## src/rtl/countdown_timer.sv

```systemverilog
// countdown_timer
//   Loadable down-counter for timed game events (jump airtime, cooldowns,
//   animation holds). It counts a programmed number of enabled ticks down
//   to zero and then pulses done for one cycle. It also exposes the elapsed
//   up-count, so consumers of an up-counter can attach unchanged.
//
//   Optional build macro COUNTDOWN_AUTO_RELOAD_EN: when defined, expiry
//   reloads the last accepted interval and keeps running. The exception is
//   a zero-length interval, which still returns to IDLE.
//
// Parameters
//   WIDTH      width of load_val, remaining and elapsed
//
// Ports
//   CLK        system clock; all state changes occur on the rising edge
//   RESET      asynchronous, active-low reset
//   start      begin a countdown from load_val; honoured only in IDLE
//   load_val   interval length in ticks; sampled on an accepted start
//   tick_en    decrement qualifier; one tick is consumed per cycle in RUN
//   pause      level input; holds the count while high
//   abort      cancel the countdown and return to IDLE without done
//   busy       registered; high in RUN or PAUSED
//   done       registered; single-cycle pulse on expiry
//   remaining  registered; ticks left
//   elapsed    registered; ticks consumed since the last accepted start
module countdown_timer #(
   parameter int unsigned WIDTH = 32
) (
   input  logic             CLK,
   input  logic             RESET,
   input  logic             start,
   input  logic [WIDTH-1:0] load_val,
   input  logic             tick_en,
   input  logic             pause,
   input  logic             abort,
   output logic             busy,
   output logic             done,
   output logic [WIDTH-1:0] remaining,
   output logic [WIDTH-1:0] elapsed
);

   typedef enum logic [1:0] {
      IDLE,
      RUN,
      PAUSED,
      DONE
   } state_t;

   localparam logic [WIDTH-1:0] ONE = WIDTH'(1);

   state_t           state;
   state_t           state_nxt;
   logic [WIDTH-1:0] reload_val;
   logic [WIDTH-1:0] reload_nxt;
   logic [WIDTH-1:0] rem_nxt;
   logic [WIDTH-1:0] el_nxt;

   // busy and done are decoded from the next state, so they are registered
   // together with the state and need no output logic after the flops.
   always_ff @(posedge CLK or negedge RESET) begin
      if (!RESET) begin
         state      <= IDLE;
         remaining  <= '0;
         elapsed    <= '0;
         reload_val <= '0;
         busy       <= 1'b0;
         done       <= 1'b0;
      end else begin
         state      <= state_nxt;
         remaining  <= rem_nxt;
         elapsed    <= el_nxt;
         reload_val <= reload_nxt;
         busy       <= (state_nxt == RUN) || (state_nxt == PAUSED);
         done       <= (state_nxt == DONE);
      end
   end

   always_comb begin
      state_nxt  = state;
      rem_nxt    = remaining;
      el_nxt     = elapsed;
      reload_nxt = reload_val;
      case (state)
         IDLE: begin
            if (start) begin
               el_nxt     = '0;
               // A zero interval also clears reload_val. This keeps
               // auto-reload from re-arming a stale interval.
               reload_nxt = load_val;
               if (load_val != '0) begin
                  rem_nxt   = load_val;
                  state_nxt = RUN;
               end else begin
                  state_nxt = DONE;
               end
            end
         end
         RUN: begin
            // The priority is abort, then pause, then tick. A tick that
            // arrives together with pause is dropped.
            if (abort) begin
               rem_nxt   = '0;
               state_nxt = IDLE;
            end else if (pause) begin
               state_nxt = PAUSED;
            end else if (tick_en) begin
               el_nxt = elapsed + ONE;
               // The <= comparison ensures remaining can never wrap below zero.
               if (remaining <= ONE) begin
                  rem_nxt   = '0;
                  state_nxt = DONE;
               end else begin
                  rem_nxt = remaining - ONE;
               end
            end
         end
         PAUSED: begin
            // On the release cycle the timer only returns to RUN. A tick
            // in that cycle is not consumed.
            if (abort) begin
               rem_nxt   = '0;
               state_nxt = IDLE;
            end else if (!pause) begin
               state_nxt = RUN;
            end
         end
         DONE: begin
`ifdef COUNTDOWN_AUTO_RELOAD_EN
            if (reload_val != '0) begin
               rem_nxt   = reload_val;
               el_nxt    = '0;
               state_nxt = RUN;
            end else begin
               state_nxt = IDLE;
            end
`else
            state_nxt = IDLE;
`endif
         end
         default: begin
            state_nxt = IDLE;
         end
      endcase
   end

   // While a countdown is in progress, every consumed tick moves exactly
   // one unit from remaining to elapsed.
   a_conserve : assert property (@(posedge CLK) disable iff (!RESET)
      ((state == RUN) || (state == PAUSED)) |-> ((remaining + elapsed) == reload_val));

endmodule
```

## config.mk

```make
export PLATFORM = sky130hd
export DESIGN_NAME = countdown_timer
export DESIGN_NICKNAME = d
export VERILOG_FILES = /design/src/rtl/countdown_timer.sv
export SDC_FILE = /design/constraint.sdc
export NUM_CORES = 1
export LEC_CHECK = 0
export CORE_MARGIN = 1.5
export CORE_UTILIZATION = 45
export CTS_CLUSTER_SIZE = 8
export DETAILED_ROUTE_END_ITERATION = 10
export GPL_TIMING_DRIVEN = 0
export PLACE_DENSITY_LB_ADDON = 0.3
export SLEW_MARGIN = 20
export SYNTH_ARGS = -nofsm -noshare
export SYNTH_HDL_FRONTEND = slang
export SYNTH_SLANG_ARGS = --single-unit
```

## constraint.sdc

```tcl
create_clock -name CLK -period 2.9 [get_ports CLK]
set_clock_uncertainty 0.2 [all_clocks]
set_input_delay 0.58 -clock CLK [delete_from_list [all_inputs] [get_ports CLK]]
set_output_delay 0.58 -clock CLK [all_outputs]
set_load 0.02 [all_outputs]
```

==> impl_metrics.tcl, run 1 <==
set metrics [dict create \
    status "finished, violations left" \
    violations "setup timing" \
    fillers 612 \
    synth_top_area_share 0.416 \
    vias 4724 \
    clockPowerShare 0.152 \
    clock_path_buffers 2 \
    drv_slew 0 \
    synth_warnings 0 \
    cts_tree "built" \
    yosysUniqueCellTypes 54 \
    worstMarginPinSlew_ns 0.804 \
    synthTopCellsByArea "dfrtp_1 42%, nor2_1 5.0%, a22o_1 3.6%, o21ai_0 3.5%, o2bb2ai_1 3.2%" \
    syn_to_final_growth_pct 51.2 \
    layout_commonest_cell "clkdlybuf4s50_1" \
    synthCells 463 \
    ir_drop_v 0.000617 \
    diodes 0 \
    cellPowerDensity_nw_per_um2 944 \
    synthArstFlopShare 1.00 \
    fp.dieH_um 98.3 \
    p_sw_mw 2.75 \
    cts-root-buf "clkbuf_8" \
    drt_pre_antenna_iters 8 \
    whs_path_depth 2 \
    power_frac_seq 0.263 \
    io_buffer_count 102 \
    synthFlopType "dfrtp_1" \
    drt-initial-drc-count 623 \
    clk_pin_slew_ns 0.08 \
    hold_path.class "in -> reg" \
    hold_violations 0 \
    die_w_um 98.3 \
    cp.required_ns 2.92 \
    ys_seq_elements 68 \
    place_area_um2 5270 \
    ctsHtreeMaxLevel 3 \
    grt_pass1_vias 4358 \
    ant_nets 0 \
    period_needed_ns 3.07 \
    final_cell_mix "101 x clkdlybuf4s50_1, 65 x dfrtp_1, 55 x nor2_1, 27 x nand2_1, 22 x inv_1" \
    fp-row-count 34 \
    final-setup-viol-count 31 \
    stdcell_area_um2 6180 \
    path_max_fanout 10 \
    worst_slack_ns -0.173 \
    antenna_found_initial 0 \
    worstSetupStartpointType "primary input" \
    min_period_over_period 1.06 \
    maxCapViolCount 0 \
    synth_edf_count 0 \
    grt_pass1_wl_um 22700 \
    dieArea_um2 9670 \
    netlist_area_um2 4090 \
    core_um2 8760 \
    slew_headroom 0.460 \
    wirelength_um 15400 \
    r2r_cells 8 \
    grt_setup_unrepaired "true" \
    io_pins 104 \
    numCtsBuffers 9 \
    grt_use_total 0.296 \
    dp_hpwl_um 9640 \
    postSynthAreaPerCell_um2 8.83 \
    power.internal_mw 3.09 \
    start_util 0.467 \
    drive_above_1_share 0.205 \
    yosysTopAreaCell "dfrtp_1" \
    cp.arrival_ns 3.09 \
    grt_max_degree 56 \
    comb_power_share 0.585 \
    clock-sinks 68 \
    fmaxAchievable_mhz 325 \
    p_sw_frac 0.471 \
    finalNetCount 651 \
    via_per_inst 6.59 \
    post-route-util 0.706 \
    post_drt_wl_per_cell_um 21.4 \
    clock_latency_ns 0.36 \
    ys_seq_area_frac 0.416 \
    leakage_nw 2.44 \
    drc_errors 0 \
    cp-end-kind "flip-flop" \
    gp_congestion 0.986 \
    syn_nets 509 \
    path_class "in -> reg" \
    overflow 0 \
]
## per-stage QoR
stage | TNS (ns) | hold WS [ns] | instances | total power, mW | worst slack (ns)
2_1_floorplan | 0 | 0.0844 | 463 | 3.04 | 0.0231
3_3_place_gp | -116.36 | 0.333 | 673 | 4.04 | -1.35
3_5_place_dp | -24.40 | 0.250 | 674 | 4.08 | -0.660
4_1_cts | -1.80 | 0.289 | 708 | 5.26 | -0.130
5_1_grt | -2.66 | 0.313 | 717 | 6.06 | -0.139
6_report | -2.85 | 0.326 | 717 | 5.84 | -0.173
## layout make-up
class                   count  area, µm²  share of cell area
clock inverters             6       88.8              0.0144
repair buffers            131       1330               0.215
multi-input cells         353       2590               0.419
inverters                  22       82.6              0.0134
well taps                 108        135              0.0218
plain buffers              20        129              0.0208
flip-flops and latches     68       1710               0.276
clock buffers               9        124              0.0200
## layer usage
metal	routed length [µm]	track usage
met5	0	0
met4	1030	0.160
met3	1680	0.0802
met2	6810	0.455
met1	5850	0.380
## worst paths after layout
check	start	slack [ns]	to
hold / removal	abort	0.33	state[1]$_DFF_PN0_
min in group asynchronous	RESET	0.41	elapsed[7]$_DFFE_PN0P_
hold reg to reg	remaining[18]$_DFFE_PN0P_	0.37	remaining[18]$_DFFE_PN0P_
max in group asynchronous	RESET	1.53	remaining[0]$_DFFE_PN0P_
setup reg to reg	remaining[0]$_DFFE_PN0P_	-0.14	remaining[30]$_DFFE_PN0P_
setup / recovery	load_val[16]	-0.17	remaining[0]$_DFFE_PN0P_
## flip-flops by register name, indices dropped and copies added (netlist names)
register,count
busy,1
done,1
elapsed,32
remaining,32
state,2
## critical path: stages
cell and delay [ns]:
clkdlybuf4s50_1 0.53, nor4_1 0.53, nand4_1 0.20, nor2_1 0.34, o31a_1 0.22, clkbuf_1 0.53
a21oi_1 0.17
## Yosys cell counts, types with 4 or more instances
cell type and n:
xor2_1 15, a32oi_1 8, or4_1 6, dfrtp_1 68, nand2_1 28, o22ai_1 4, clkbuf_1 15, o41ai_1 5
and3_1 8, xnor2_1 7, o2bb2ai_1 15, nor2b_1 4, nand3_1 12, ha_1 8, nor3_1 19, nand4_1 18
o21ai_0 29, nor2_1 55, inv_1 22, nor4_1 17, o21ai_1 6, a21oi_1 20, or3_1 8, a22o_1 17
## what timing repair did
action / CTS / global route
endpoints found under the setup margin: 48 / 45
endpoints found under the hold margin: 13 / 0
pin swaps: 29 / 32
cloned: 4 / 1
resized for setup: 43 / 81
buffers inserted: 16 / 11
hold buffers: 1 / 0
## power by group through the flow
stage / combinational, mW / clock (mW) / sequential (mW)
4_1_cts: 2.87 / 0.896 / 1.49
6_report: 3.42 / 0.886 / 1.54
5_1_grt: 3.56 / 0.929 / 1.57
3_5_place_dp: 2.58 / 0 / 1.50
3_3_place_gp: 2.54 / 0 / 1.50
2_1_floorplan: 1.35 / 0 / 1.69
## cell families (layout without fill, tap and decap cells)
family | after synthesis | after routing | synth area share
simple gates | 194 | 195 | 0.251
compound gates | 125 | 125 | 0.211
flops | 68 | 68 | 0.416
buf+inv | 43 | 188 | 0.0425
xor+xnor | 22 | 22 | 0.0471
mux | 3 | 3 | 0.00765
fa+ha+maj | 8 | 8 | 0.0245
No activity file was read; power rests on OpenSTA's default activity.
==> run 2: changes to the inputs <==
--- a/config.mk
+++ b/config.mk
@@ -5,7 +5,7 @@
 export SDC_FILE = /design/constraint.sdc
 export NUM_CORES = 1
 export LEC_CHECK = 0
-export CORE_MARGIN = 1.5
+export CORE_MARGIN = 2
 export CORE_UTILIZATION = 45
 export CTS_CLUSTER_SIZE = 8
 export DETAILED_ROUTE_END_ITERATION = 10
==> run 2 against run 1 <==
Compared with the run above: the flow still finishes with violations (setup timing); non-clock buffer count is 9 lower; hold slack lost 0.023 ns; power down 6.2%; cell count is 1.3% lower; sequential share of layout area increased by 1.6 points; critical endpoint is now busy$_DFF_PN0_; register-to-register slack improved by 0.11 ns.
==> impl_metrics.tcl, run 2 (same netlist as run 1, synthesis figures left out) <==
set metrics [dict create \
    ctsHtreeMaxLevel 3 \
    numCtsBuffers 9 \
    hold_violations 0 \
    cts-root-buf "clkbuf_8" \
    worst_slack_ns -0.0326 \
    period_needed_ns 2.93 \
    cp_cell_sequence "or4_4 -> or4_4 -> nor4_4 -> buf_4 -> nand2_1 -> and3_4 -> o41ai_2 -> ha_1" \
    via_per_inst 6.45 \
    reg.largest.list "elapsed x32, remaining x32, state x2" \
    whs_path_depth 2 \
    core_um2 8760 \
    vias 4567 \
    overflow 0 \
    reg2reg_slack_ns -0.03 \
    cts_tree "built" \
    cp.arrival_ns 2.98 \
    final_cell_mix "101 x clkdlybuf4s50_1, 65 x dfrtp_1, 55 x nor2_1, 29 x o21ai_0, 28 x nand2_1" \
    holdCritStartpoint "abort" \
    clock_latency_ns 0.36 \
    dp_hpwl_um 9940 \
    antenna_found_initial 0 \
    drt_pre_antenna_iters 5 \
    drt-initial-drc-count 484 \
    path_max_fanout 5 \
    drv_slew 0 \
    rr_endpoint "busy$_DFF_PN0_" \
    diodes 0 \
    path_class "reg -> reg" \
    gp_congestion 0.964 \
    dieArea_um2 9870 \
    slew_headroom 0.547 \
    finalNonFillerCells 708 \
    worstSetupStartpointType "flip-flop" \
    min_period_over_period 1.01 \
    place_area_um2 5280 \
    fp-row-count 34 \
    grt_pass1_vias 4264 \
    leakage_nw 2.32 \
    drc_errors 0 \
    cp-end-kind "flip-flop" \
    cp_slowest_cell "or4_4" \
    fp.dieH_um 99.3 \
    stdcell_area_um2 5840 \
    min_to "state[1]$_DFF_PN0_" \
    syn_to_final_growth_pct 42.7 \
    maxCapViolCount 0 \
    cpPeakStageDelay_ns 0.56 \
    wirelength_um 14300 \
    r2r_cells 8 \
    worst_r2r_startpoint "remaining[27]$_DFFE_PN0P_" \
    regArea_um2 1710 \
    worstMarginPinSlew_ns 0.678 \
    finalNetCount 641 \
    status "finished, violations left" \
    placed_cells 674 \
    grt_pass1_wl_um 22300 \
    hold_path.class "in -> reg" \
    crit_path_frequent_cell "or4_4" \
    cellPowerDensity_nw_per_um2 938 \
    start_util 0.467 \
    clk_pin_slew_ns 0.08 \
    clock_path_buffers 2 \
    final-setup-viol-count 2 \
    grt_max_degree 52 \
    fillers 719 \
    power.total_mw 5.47 \
    die_w_um 99.3 \
    multi_input_area_um2 2360 \
    violations "setup timing" \
    post-route-util 0.666 \
    ir_drop_v 0.000569 \
    clock-sinks 68 \
    grt_use_total 0.286 \
    drive_above_1_share 0.133 \
    fmaxAchievable_mhz 341 \
    layout_commonest_cell "clkdlybuf4s50_1" \
    post_drt_wl_per_cell_um 20.1 \
    grt_setup_unrepaired "true" \
    ant_nets 0 \
    io_buffer_count 102 \
    io_pins 104 \
    cp.required_ns 2.95 \
    hold_ws_ns 0.302 \
]
==> run 2: changes by cell type in the layout (fill, tap and decap cells not counted), moves of 3 or more <==
cell / change
o21ai_2: -17
o21ai_0: +15
buf_6: -7
o2bb2ai_1: +5
a21oi_1: +4
a21oi_2: -4
buf_8: -4
o2bb2ai_2: -4
a32oi_1: +3
==> run 2: per-stage QoR <==
step	setup TNS, ns	setup WS (ns)
after global placement	-117.77	-1.39
after global routing	-0.442	-0.0826
after CTS	-1.09	-0.131
after detailed placement	-23.60	-0.577
after floorplan	0	0.0231
final	-0.0436	-0.0326
==> run 2: layout make-up <==
class                   count  share of cell area
plain buffers              20              0.0199
clock buffers              10              0.0219
inverters                  22              0.0142
clock inverters             6              0.0193
multi-input cells         352               0.405
repair buffers            122               0.204
well taps                 108              0.0232
flip-flops and latches     68               0.292
==> run 2: where the power goes <==
group / total (mW) / internal, mW / switching, mW
clock network: 0.981 / 0.574 / 0.408
logic: 2.94 / 1.22 / 1.72
registers: 1.55 / 1.18 / 0.371
total: 5.47 / 2.98 / 2.50
==> run 2: worst max-delay path by stage <==
stage,from,cells after the start,to,slack [ns]
3_5_place_dp,remaining[11]$_DFFE_PN0P_,8,busy$_DFF_PN0_,-0.58
2_1_floorplan,remaining[26]$_DFFE_PN0P_,7,busy$_DFF_PN0_,0.02
4_1_cts,pause,6,elapsed[13]$_DFFE_PN0P_,-0.13
5_1_grt,remaining[27]$_DFFE_PN0P_,8,busy$_DFF_PN0_,-0.08
6_report,remaining[27]$_DFFE_PN0P_,8,busy$_DFF_PN0_,-0.03
3_3_place_gp,RESET,1,busy$_DFF_PN0_,-1.39
==> run 2: routing by layer <==
layer  global-route usage  wire length [µm]  up-vias
met5                    0                 0        -
met4                0.124               630        0
met3               0.0625              1380       65
met2                0.447              6530      313
met1                0.384              5720     2168
li1                     -                 -     2021
==> run 2: critical path, delay by kind of cell (launching register included) <==
kind	cells	cell delay, ns
and+or+nand+nor	5	1.52
DFF	1	0.45
adders and majority gates	1	0.27
AOI/OAI and AO/OA	1	0.21
buffers and inverters	1	0.17
==> run 2: timing repair <==
action	CTS	global route
resized for setup	19	29
endpoints found under the hold margin	17	0
cloned	1	1
buffers inserted	3	13
hold buffers	1	0
setup endpoints to repair	52	45
pin swaps	2	10
